`src/rtl/fifo_uart_tx.sv`:
```
// 8N1 UART transmitter that drains a synchronous FIFO read port.
// One pop per frame; the popped byte is shifted out LSB-first on tx.
module fifo_uart_tx #(
  parameter int unsigned CLKS_PER_BIT = 868
) (
  input  logic       clk,
  input  logic       reset,
  input  logic       fifo_empty,
  input  logic [7:0] fifo_data,
  output logic       fifo_rd_en,
  output logic       tx,
  output logic       busy
);

  localparam int unsigned CW =
    (CLKS_PER_BIT > 1) ? $clog2(CLKS_PER_BIT) : 1;
  localparam logic [CW-1:0] CNT_MAX = CW'(CLKS_PER_BIT - 1);

  typedef enum logic [2:0] {
    S_IDLE,
    S_FETCH,
    S_WAIT,
    S_START,
    S_DATA,
    S_STOP
  } state_e;

  state_e        state_q, state_d;
  logic [CW-1:0] cnt_q, cnt_d;
  logic [2:0]    idx_q, idx_d;
  logic [7:0]    sh_q, sh_d;
  logic          tx_q, tx_d;
  logic          rd_q, rd_d;
  logic          busy_q, busy_d;
  logic          bit_end;

  assign bit_end = (cnt_q == CNT_MAX);

  always_comb begin
    state_d = state_q;
    cnt_d   = bit_end ? '0 : cnt_q + CW'(1);
    idx_d   = idx_q;
    sh_d    = sh_q;
    tx_d    = tx_q;
    rd_d    = 1'b0;
    busy_d  = busy_q;
    unique case (state_q)
      S_IDLE: begin
        cnt_d = '0;
        tx_d  = 1'b1;
        if (!fifo_empty) begin
          state_d = S_FETCH;
          rd_d    = 1'b1;
          busy_d  = 1'b1;
        end
      end
      S_FETCH: begin
        cnt_d   = '0;
        state_d = S_WAIT;
      end
      // Read data is valid now: capture it and drive the start bit.
      S_WAIT: begin
        cnt_d   = '0;
        idx_d   = '0;
        sh_d    = fifo_data;
        tx_d    = 1'b0;
        state_d = S_START;
      end
      S_START: begin
        if (bit_end) begin
          state_d = S_DATA;
          idx_d   = '0;
          tx_d    = sh_q[0];
        end
      end
      S_DATA: begin
        if (bit_end) begin
          sh_d  = sh_q >> 1;
          idx_d = idx_q + 3'd1;
          if (idx_q == 3'd7) begin
            state_d = S_STOP;
            tx_d    = 1'b1;
          end else begin
            tx_d = sh_q[1];
          end
        end
      end
      S_STOP: begin
        if (bit_end) begin
          state_d = S_IDLE;
          busy_d  = 1'b0;
        end
      end
      default: begin
        state_d = S_IDLE;
        cnt_d   = '0;
        tx_d    = 1'b1;
        busy_d  = 1'b0;
      end
    endcase
  end

  always_ff @(posedge clk or negedge reset) begin
    if (!reset) begin
      state_q <= S_IDLE;
      cnt_q   <= '0;
      idx_q   <= '0;
      sh_q    <= '0;
      tx_q    <= 1'b1;
      rd_q    <= 1'b0;
      busy_q  <= 1'b0;
    end else begin
      state_q <= state_d;
      cnt_q   <= cnt_d;
      idx_q   <= idx_d;
      sh_q    <= sh_d;
      tx_q    <= tx_d;
      rd_q    <= rd_d;
      busy_q  <= busy_d;
    end
  end

  assign fifo_rd_en = rd_q;
  assign tx         = tx_q;
  assign busy       = busy_q;

endmodule

```
`config.mk`:
```
export PLATFORM = sky130hd
export DESIGN_NAME = fifo_uart_tx
export DESIGN_NICKNAME = d
export VERILOG_FILES = /design/src/rtl/fifo_uart_tx.sv
export SDC_FILE = /design/constraint.sdc
export NUM_CORES = 1
export LEC_CHECK = 0
export ABC_CLOCK_PERIOD_IN_PS = 1800
export BUFFER_PORTS_ARGS = -buffer_cell sky130_fd_sc_hd__buf_4
export CAP_MARGIN = 40
export CORE_MARGIN = 2
export CORE_UTILIZATION = 54
export CTS_BUF_LIST = sky130_fd_sc_hd__clkbuf_4 sky130_fd_sc_hd__clkbuf_8
export CTS_CLUSTER_SIZE = 8
export DETAILED_ROUTE_END_ITERATION = 8
export PLACE_DENSITY = 0.83
export SYNTH_ARGS = -nofsm -noshare
export SYNTH_HDL_FRONTEND = slang
export SYNTH_SLANG_ARGS = --single-unit
export TNS_END_PERCENT = 1
```
`constraint.sdc`:
```
create_clock -name clk -period 1.8 [get_ports clk]
set_input_delay 0.36 -clock clk [delete_from_list [all_inputs] [get_ports clk]]
set_output_delay 0.36 -clock clk [all_outputs]
set_load 0.02 [all_outputs]
```
After elaboration in Yosys (flattened, before gate mapping)
Index checks and enable logic that the tools add are counted.
- input bits: 11
- logic and storage cells: 55
- register bits: 27
- $add $sub $neg: 2
- reductions and logical operators: 11
- bitwise operators: 2
- muxes and demuxes: 21
- eq/ne operators: 12
- operator list (operator ; number):
    $mux W10 ; 2
    $mux W3 ; 6
    $pmux W3 S6 ; 1
    $pmux W8 S2 ; 1
    $add A10 B1 Y10 const B ; 1
    $eq A10 B10 Y1 const B ; 1
    $ne A2 B2 Y1 const B ; 5
    $eq A3 B3 Y1 const B ; 3
    $pmux W3 S3 ; 1
    $reduce_and A3 Y1 ; 3
    $mux W8 ; 1
    $mux W1 ; 7
    $eq A3 B2 Y1 const B ; 2
    $reduce_and A5 Y1 ; 1
    $pmux W1 S4 ; 1
    $reduce_or A4 Y1 ; 1
    $add A3 B1 Y3 const B ; 1
    $eq A3 B1 Y1 const B ; 1
    $logic_not A3 Y1 ; 1
    $pmux W1 S3 ; 1
    $reduce_bool A3 Y1 ; 1
    $reduce_or A3 Y1 ; 1
    $not A1 Y1 ; 2
    $reduce_and A2 Y1 ; 1
    2 further kinds ; 2

Logic depth before layout (Yosys ltp)
Gate-level depths: netlist of the first run.
- depth in word-level cells: 4
- mapped depth: 6
- gate-level depth less buffers: 6

Worst setup path before layout of the first run
OpenSTA, ideal clock, no wires.
- path kind: reg-to-reg
- from: register state_q[0]
- to: register sh_q[0]
- setup slack: 112 ps
- clock period less this slack: 1688 ps
- cell stages (with the launch flop): 5
- arrival time: 1563 ps
- library setup time: 125 ps
- required time: 1675 ps
- cells stage by stage: dfrtp_1 -> nor3b_1 -> clkbuf_1 -> mux2_2 -> mux2_2
- cells in the longest elaborated chain, start to end: 3
- elaborated cells on any way between the ends: 6
- those cells by class: 3 x eq/ne; 1 x mux; 2 x reduce/logical
- ends and longest elaborated chain (element ; RTL line ; source):
    start: declaration ; 28 ; state_e state_q, state_d;
    start signal: assignment ; 113 ; state_q <= state_d;
    $eq A3 B3 Y1 / $eq A3 B2 Y1 (equally long branches) ; 47 ; unique case (state_q)
    $ne A2 B2 Y1 (no line) / $reduce_bool A2 Y1 (equally long branches) ; n/a ;
    $reduce_and A2 Y1 (no line) ; n/a ;
    end signal: assignment ; 108 ; sh_q <= '0;
    end signal: assignment ; 116 ; sh_q <= sh_d;
    end: declaration ; 31 ; logic [7:0] sh_q, sh_d;
Several ways; a longest one is shown, not always the timed one.
A chain may end at the register's enable or synchronous reset.

Worst setup path in the final report of the first run
- from: register cnt_q[0]
- to: register state_q[2]
- cells in the longest elaborated chain, start to end: 3
- elaborated cells on any way between the ends: 5
- those cells by class: 4 x eq/ne; 1 x reduce/logical
- ends and longest elaborated chain (element ; RTL line ; source):
    start: declaration ; 29 ; logic [CW-1:0] cnt_q, cnt_d;
    start signal: assignment ; 114 ; cnt_q <= cnt_d;
    $eq A10 B10 Y1 * ; 37 ; assign bit_end = (cnt_q == CNT_MAX);
    $ne A2 B2 Y1 (no line) ; n/a ;
    $reduce_and A5 Y1 (no line) * ; n/a ;
Mark *: on every way between the ends. The rest lies on a longest branch, timed or not.

==> impl_metrics.yaml, run 1 <==
finish:
  fin_util_pct: 68.2
  seq_area_sq_um: 677
  multi_input_area_sq_um: 686
  layout.nets: 171
  stdcell_count: 186
  area_delta_synth_final_pct: 20.0
  final_layout_size_suffix_gt1_share_pct: 33.3
  final_cell_mix: "26 x dfrtp_1, 26 x buf_4, 18 x nor2_1"
  num_antenna_cells: 0
  fillers: 187
worst_setup_path:
  critical_path.top_delay_family: "simple AND/OR/NAND/NOR gates"
  critPathLaunchType: "flip-flop"
  crit_arrival_ns: 1.94
  crit_buf_inv: 1
  cp_cell_sequence: "ha_2 > nand4b_1 > buf_4 > nor3_2 > or2_2 > a32o_1"
  critPathMaxFanout: 12
  slowest_stage: "dfrtp_1"
  r2r_start: "cnt_q[0]"
  cp-end-kind: "flip-flop"
  worstSetupPathType: "flip-flop to flip-flop"
  crit_required_ns: 2.02
  slowest_delay_ns: 0.42
  crit_path_start: "cnt_q[0]"
placed_design:
  dpl.hpwl_mm: 1.92
  io_buffers: 13
  place_congestion: 0.771
  placedCellCount: 178
clock_network:
  clkTransAtPathRegs_ns: 0.14
  htreeDepth: 1
  clock-sinks: 27
  clockBufferDepth: 2
  cts_tree: "built"
  insertion_delay_ns: 0.31
  cts_buffers: 3
  cts_root_buffer: "clkbuf_4"
synthesis:
  ys_top_cells_by_area: "dfrtp_1 47%, mux2_2 11%, nor2_1 4.8%, xnor2_1 3.8%, a32o_1 2.9%"
  syn_nets: 143
  synth-seq-cells: 27
  synthesis.area_sq_um: 1400
  ys_warn_count: 0
  synth_cell_type_count: 35
  synth_top_area_share_pct: 46.6
  netlist_instances: 129
  synth.largest_area_cell: "dfrtp_1"
  synth-xor-area-share_pct: 5.02
  syn_area_per_cell_sq_um: 10.8
  synthSimpleGateAreaFrac_pct: 20.0
  seq_area_frac_synth_pct: 48.5
  synth_top_family_by_area: "simple AND/OR/NAND/NOR gates"
  synthAdderAreaFrac_pct: 2.69
  synth_mux_area_share_pct: 12.0
  synth_compound_area_share_pct: 8.88
drt:
  drcViolationCount: 0
  wl_mm: 2.62
  first_iter_violations: 15
  wl_per_cell_microns: 14.1
  drt-vias-per-instance: 5.61
  ant_nets: 0
  first_pass_iters: 4
  num_vias: 1044
timing:
  worst_slew_pin_slew_ns: 0.353
  clock.fmax_mhz: 580
  hold_ws_ns: 0.190
  period_minus_slack_ns: 1.73
  slew_viol_final: 0
  fin_worst_skew_ns: 0.00154
  relSlewSlack_pct: 76.2
  setup_viol: 0
  min_period_over_period_pct: 95.8
  finalHoldViolCount: 0
power_and_ir_drop:
  combPwrFrac_pct: 5.1
  power.leakage_nw: 0.775
  sw_frac_of_total_pct: 20.8
  clkPwrFrac_pct: 29.0
  cellPowerDensity_nw_per_um2: 562
  intPower_uw: 746
  power_frac_seq_pct: 65.9
  switchingPower_uw: 195
  vdd_ir_drop_max_mv: 0.489
global_route:
  grt_usage_pct: 19.2
  antenna_found_initial: 0
  grt_start_max_net_pins: 28
  grt_pass1_wl_mm: 4.00
  grt_pass1_vias: 897
  gr-total-overflow: 0
floorplanning:
  num_rows: 18
  ios: 14
  start_util_pct: 56.8
  dieArea_sq_um: 3010
  core_sq_um: 2450
  die_h_microns: 54.8
  die_width_microns: 54.8
status:
  status: "finished, final reports clean"
run:
  cap_viol_max_count: 0
min_path:
  min_from: "fifo_empty"
  min_path_type: "input pin to flip-flop"
[worst reg2reg max path: stages, from the launching register on]
cell and delay [ns]:
dfrtp_1 0.42, ha_2 0.19, nand4b_1 0.15, buf_4 0.15
nor3_2 0.03, or2_2 0.38, a32o_1 0.30
[registers in the layout, indices dropped and copies added (netlist names)]
| register | flops |
|---|---|
| tx | 1 |
| cnt_q | 10 |
| idx_q | 3 |
| fifo_rd_en | 1 |
| state_q | 3 |
| busy | 1 |
| sh_q | 8 |
[metrics by stage]
stage	worst slack (ns)	setup TNS (ns)	power, mW	cell area [sq um]
detailed placement	0.0579	0	0.679	1590
floorplan	0.112	0	0.647	1400
finish	0.0750	0	0.941	1670
global route	-0.00229	-0.00229	0.985	1670
global placement	0.112	0	0.677	1590
CTS	0.0365	0	0.949	1630
[power by group through the flow]
stage,Combinational (mW),Sequential [mW],Clock [mW]
after floorplan,0.0168,0.630,0
after global placement,0.0452,0.631,0
after detailed placement,0.0469,0.632,0
after CTS,0.0488,0.620,0.280
after global routing,0.0538,0.622,0.309
final,0.0479,0.621,0.273
[synthesized netlist by cell type, drive strengths merged]
library cell,number
clkbuf,3
nor2b,3
ha,3
nor4b,1
or2,1
o211ai,1
nor3b,1
o22ai,3
o22a,1
o21ai,1
buf,2
a21oi,1
dfstp,1
nand2b,5
nand3,4
xor2,2
a31oi,1
or3,2
nand4,1
mux2i,1
nand4b,1
a211oi,2
o2bb2ai,2
nand2,4
inv,5
dfrtp,26
mux2,14
nor4,4
nor3,4
nor2,19
a32o,4
xnor2,6
[area by class of cell]
class,instances,share of cell area (%)
Timing Repair Buffer,28,13.5
Tap cell,30,2.24
Sequential cell,27,40.4
Clock buffer,4,1.79
Multi-Input combinational cell,92,41.0
Inverter,5,1.12
[logic make-up after synthesis]
kind of cell / after synthesis
multiplexers: 15
adder cells (fa/ha/maj): 3
flip-flops: 27
XOR/XNOR: 8
buffers and inverters: 10
AO/OA/AOI/OAI: 16
AND/OR/NAND/NOR: 50
[metal layers]
metal | up-vias | routed length [microns] | GRT usage, %
met5 | - | 0 | 0
met1 | 506 | 1190 | 25.1
met4 | 0 | 10 | 7.50
met2 | 20 | 1360 | 31.9
met3 | 2 | 63 | 2.46
li1 | 516 | - | -
[repair_timing]
item | 4_1_cts | 5_1_grt
hold buffers | 1 | 0
endpoints found under the setup margin | 0 | 7
setup buffers | 0 | 3
gates resized for setup | 0 | 2
endpoints found under the hold margin | 26 | 0
[path summary, 6_finish.rpt]
| kind | cells past startpoint | slack, ns | to |
|---|---|---|---|
| setup / recovery | 6 | 0.07 | state_q[2] |
| hold / removal | 2 | 0.19 | fifo_rd_en |
| setup reg to reg | 6 | 0.07 | state_q[2] |
| hold reg to reg | 1 | 0.51 | idx_q[0] |
| max in group asynchronous | 2 | 1.03 | tx |
| min in group asynchronous | 2 | 0.47 | busy |
No activity file was read; power rests on OpenSTA's default activity.
==> run 2: changes to the inputs <==
Settings changed: BUFFER_PORTS_ARGS -buffer_cell sky130_fd_sc_hd__buf_4 to -buffer_cell sky130_fd_sc_hd__clkbuf_2, CAP_MARGIN 40 to not set, TNS_END_PERCENT 1 to 30.
==> run 2 against run 1 <==
Cell count fell by 0.54%. Clock-buffer cell count did not move. Sequential share of layout area rose by 1.2 points. Total power fell by 1.2%. Sequential cell count did not move. First-iteration DRC count fell by 13%. Setup slack got worse by 0.020 ns. Via count rose by 0.29%. Clock power fell by 2%. Critical path type unchanged. Critical endpoint is now sh_q[6]. Highest routed layer unchanged.
==> impl_metrics.yaml, run 2 (synthesized netlist as in run 1, its figures left out) <==
timing:
  setup_ws_ns: 0.0547
  slew_viol_final: 0
  worst_slew_pin_slew_ns: 0.667
  fin_worst_skew_ns: 0.00858
  relSlewSlack_pct: 55.5
  setup_viol: 0
  setup_tns_ns: 0
  hold_ws_ns: 0.0510
  clock.fmax_mhz: 573
  finalHoldViolCount: 0
  min_period_over_period_pct: 97.0
  period_minus_slack_ns: 1.75
  rsz0062_at_grt: "true"
clock_network:
  cts_buffers: 3
  htreeDepth: 1
  clkTransAtPathRegs_ns: 0.14
  cts_root_buffer: "clkbuf_4"
  clockBufferDepth: 2
  clock-sinks: 27
  cts_tree: "built"
  insertion_delay_ns: 0.31
finish:
  final_cell_mix: "26 x dfrtp_1, 18 x nor2_1, 14 x mux2_2, 14 x buf_4, 13 x clkbuf_2"
  area_delta_synth_final_pct: 16.5
  fin_util_pct: 66.2
  layout.nets: 170
  largest_register_ffs: 10
  final_common_cell: "dfrtp_1"
  final_layout_size_suffix_gt1_share_pct: 34.2
  top_regs: "cnt_q: 10 flops, sh_q: 8 flops"
  top_register: "cnt_q"
  fillers: 185
  num_antenna_cells: 0
global_route:
  grtUsageMet1_pct: 25.9
  grt_util_met3_pct: 3.28
  grt_pass1_wl_mm: 4.38
  busiest_layer: "met2"
  antenna_found_initial: 0
  grt_pass1_vias: 999
  grt_start_max_net_pins: 28
  grt_usage_pct: 20.6
  met2_usage_pct: 35.7
  gr-total-overflow: 0
worst_setup_path:
  critPathMaxFanout: 8
  crit_path_start: "cnt_q[4]"
  cp-end-kind: "flip-flop"
  worstSetupPathType: "flip-flop to flip-flop"
  slowest_stage: "dfrtp_1"
  crit_required_ns: 2.01
  slowest_delay_ns: 0.45
  critPathLaunchType: "flip-flop"
  crit_arrival_ns: 1.96
  cp_cell_sequence: "or3_4 > nor4b_4 > nor2_4 > mux2_2"
  r2r_start: "cnt_q[4]"
run:
  cap_viol_max_count: 0
drt:
  drt-vias-per-instance: 5.66
  wl_mm: 2.84
  ant_nets: 0
  first_iter_violations: 13
  first_pass_iters: 4
  num_vias: 1047
  wl_per_cell_microns: 15.3
  drcViolationCount: 0
power_and_ir_drop:
  power.leakage_nw: 0.758
  vdd_ir_drop_max_mv: 0.423
  cellPowerDensity_nw_per_um2: 572
floorplanning:
  core_sq_um: 2450
  die_h_microns: 54.8
  die_width_microns: 54.8
  dieArea_sq_um: 3010
  num_rows: 18
  ios: 14
  start_util_pct: 56.8
placed_design:
  place_ws_ns: 0.0130
  io_buffers: 13
  dpl.hpwl_mm: 2.03
  place_congestion: 0.760
status:
  status: "finished, final reports clean"
min_path:
  min_path_type: "input pin to asynchronous set/reset pin"
run 2: cell types whose count changed in the layout (fill, tap and decap cells not counted):
cell           change
dlygate4sd3_1      -1
nor4_2             +1
buf_12             -1
clkbuf_2          +13
nor4_1             -1
buf_4             -12
run 2: report_power, final:
group	switching [mW]	internal [mW]	leakage [nW]
Combinational	0.0195	0.0210	0.424
Clock	0.167	0.101	0.0184
Sequential	0.00506	0.616	0.316
Total	0.192	0.738	0.758
run 2: through the flow:
step / total power [mW] / cells / area (sq um)
global route: 0.970 / 185 / 1630
finish: 0.930 / 185 / 1630
detailed placement: 0.673 / 178 / 1560
CTS: 0.939 / 182 / 1590
floorplan: 0.647 / 129 / 1400
global placement: 0.670 / 178 / 1560
run 2: final timing paths:
path	endpoint	slack [ns]	depth (start not counted)
worst min register to register	idx_q[0]	0.52	1
worst max register to register	sh_q[6]	0.05	4
min in group clk	fifo_rd_en	0.22	2
worst max-delay path	sh_q[6]	0.05	4
worst min-delay path	idx_q[2]	0.05	1
max in group asynchronous	cnt_q[0]	1.32	1
run 2: per-layer routing:
layer | vias up | wire length (microns) | part of all wire (%)
li1 | 518 | - | -
met1 | 502 | 1190 | 42
met4 | 0 | 50 | 1.8
met5 | - | 0 | 0
met2 | 23 | 1510 | 53
met3 | 4 | 84 | 3.0
run 2: layout make-up:
type | instances | area [sq um] | share of cell area (%)
clock buffers | 4 | 30.0 | 1.85
repair buffers | 27 | 170 | 10.5
well taps | 30 | 37.5 | 2.31
multi-input cells | 92 | 692 | 42.6
inverters | 5 | 18.8 | 1.15
flip-flops and latches | 27 | 677 | 41.6
run 2: critical path, delay by kind of cell, from the launching register on:
kind	cells	cell delay, ns
simple gates	3	0.90
flops	1	0.45
mux	1	0.31
run 2: what timing repair did:
action,in CTS,in global routing
endpoints found under the setup margin,0,9
hold buffers,0,0
gates resized for setup,0,3
setup buffers,0,3
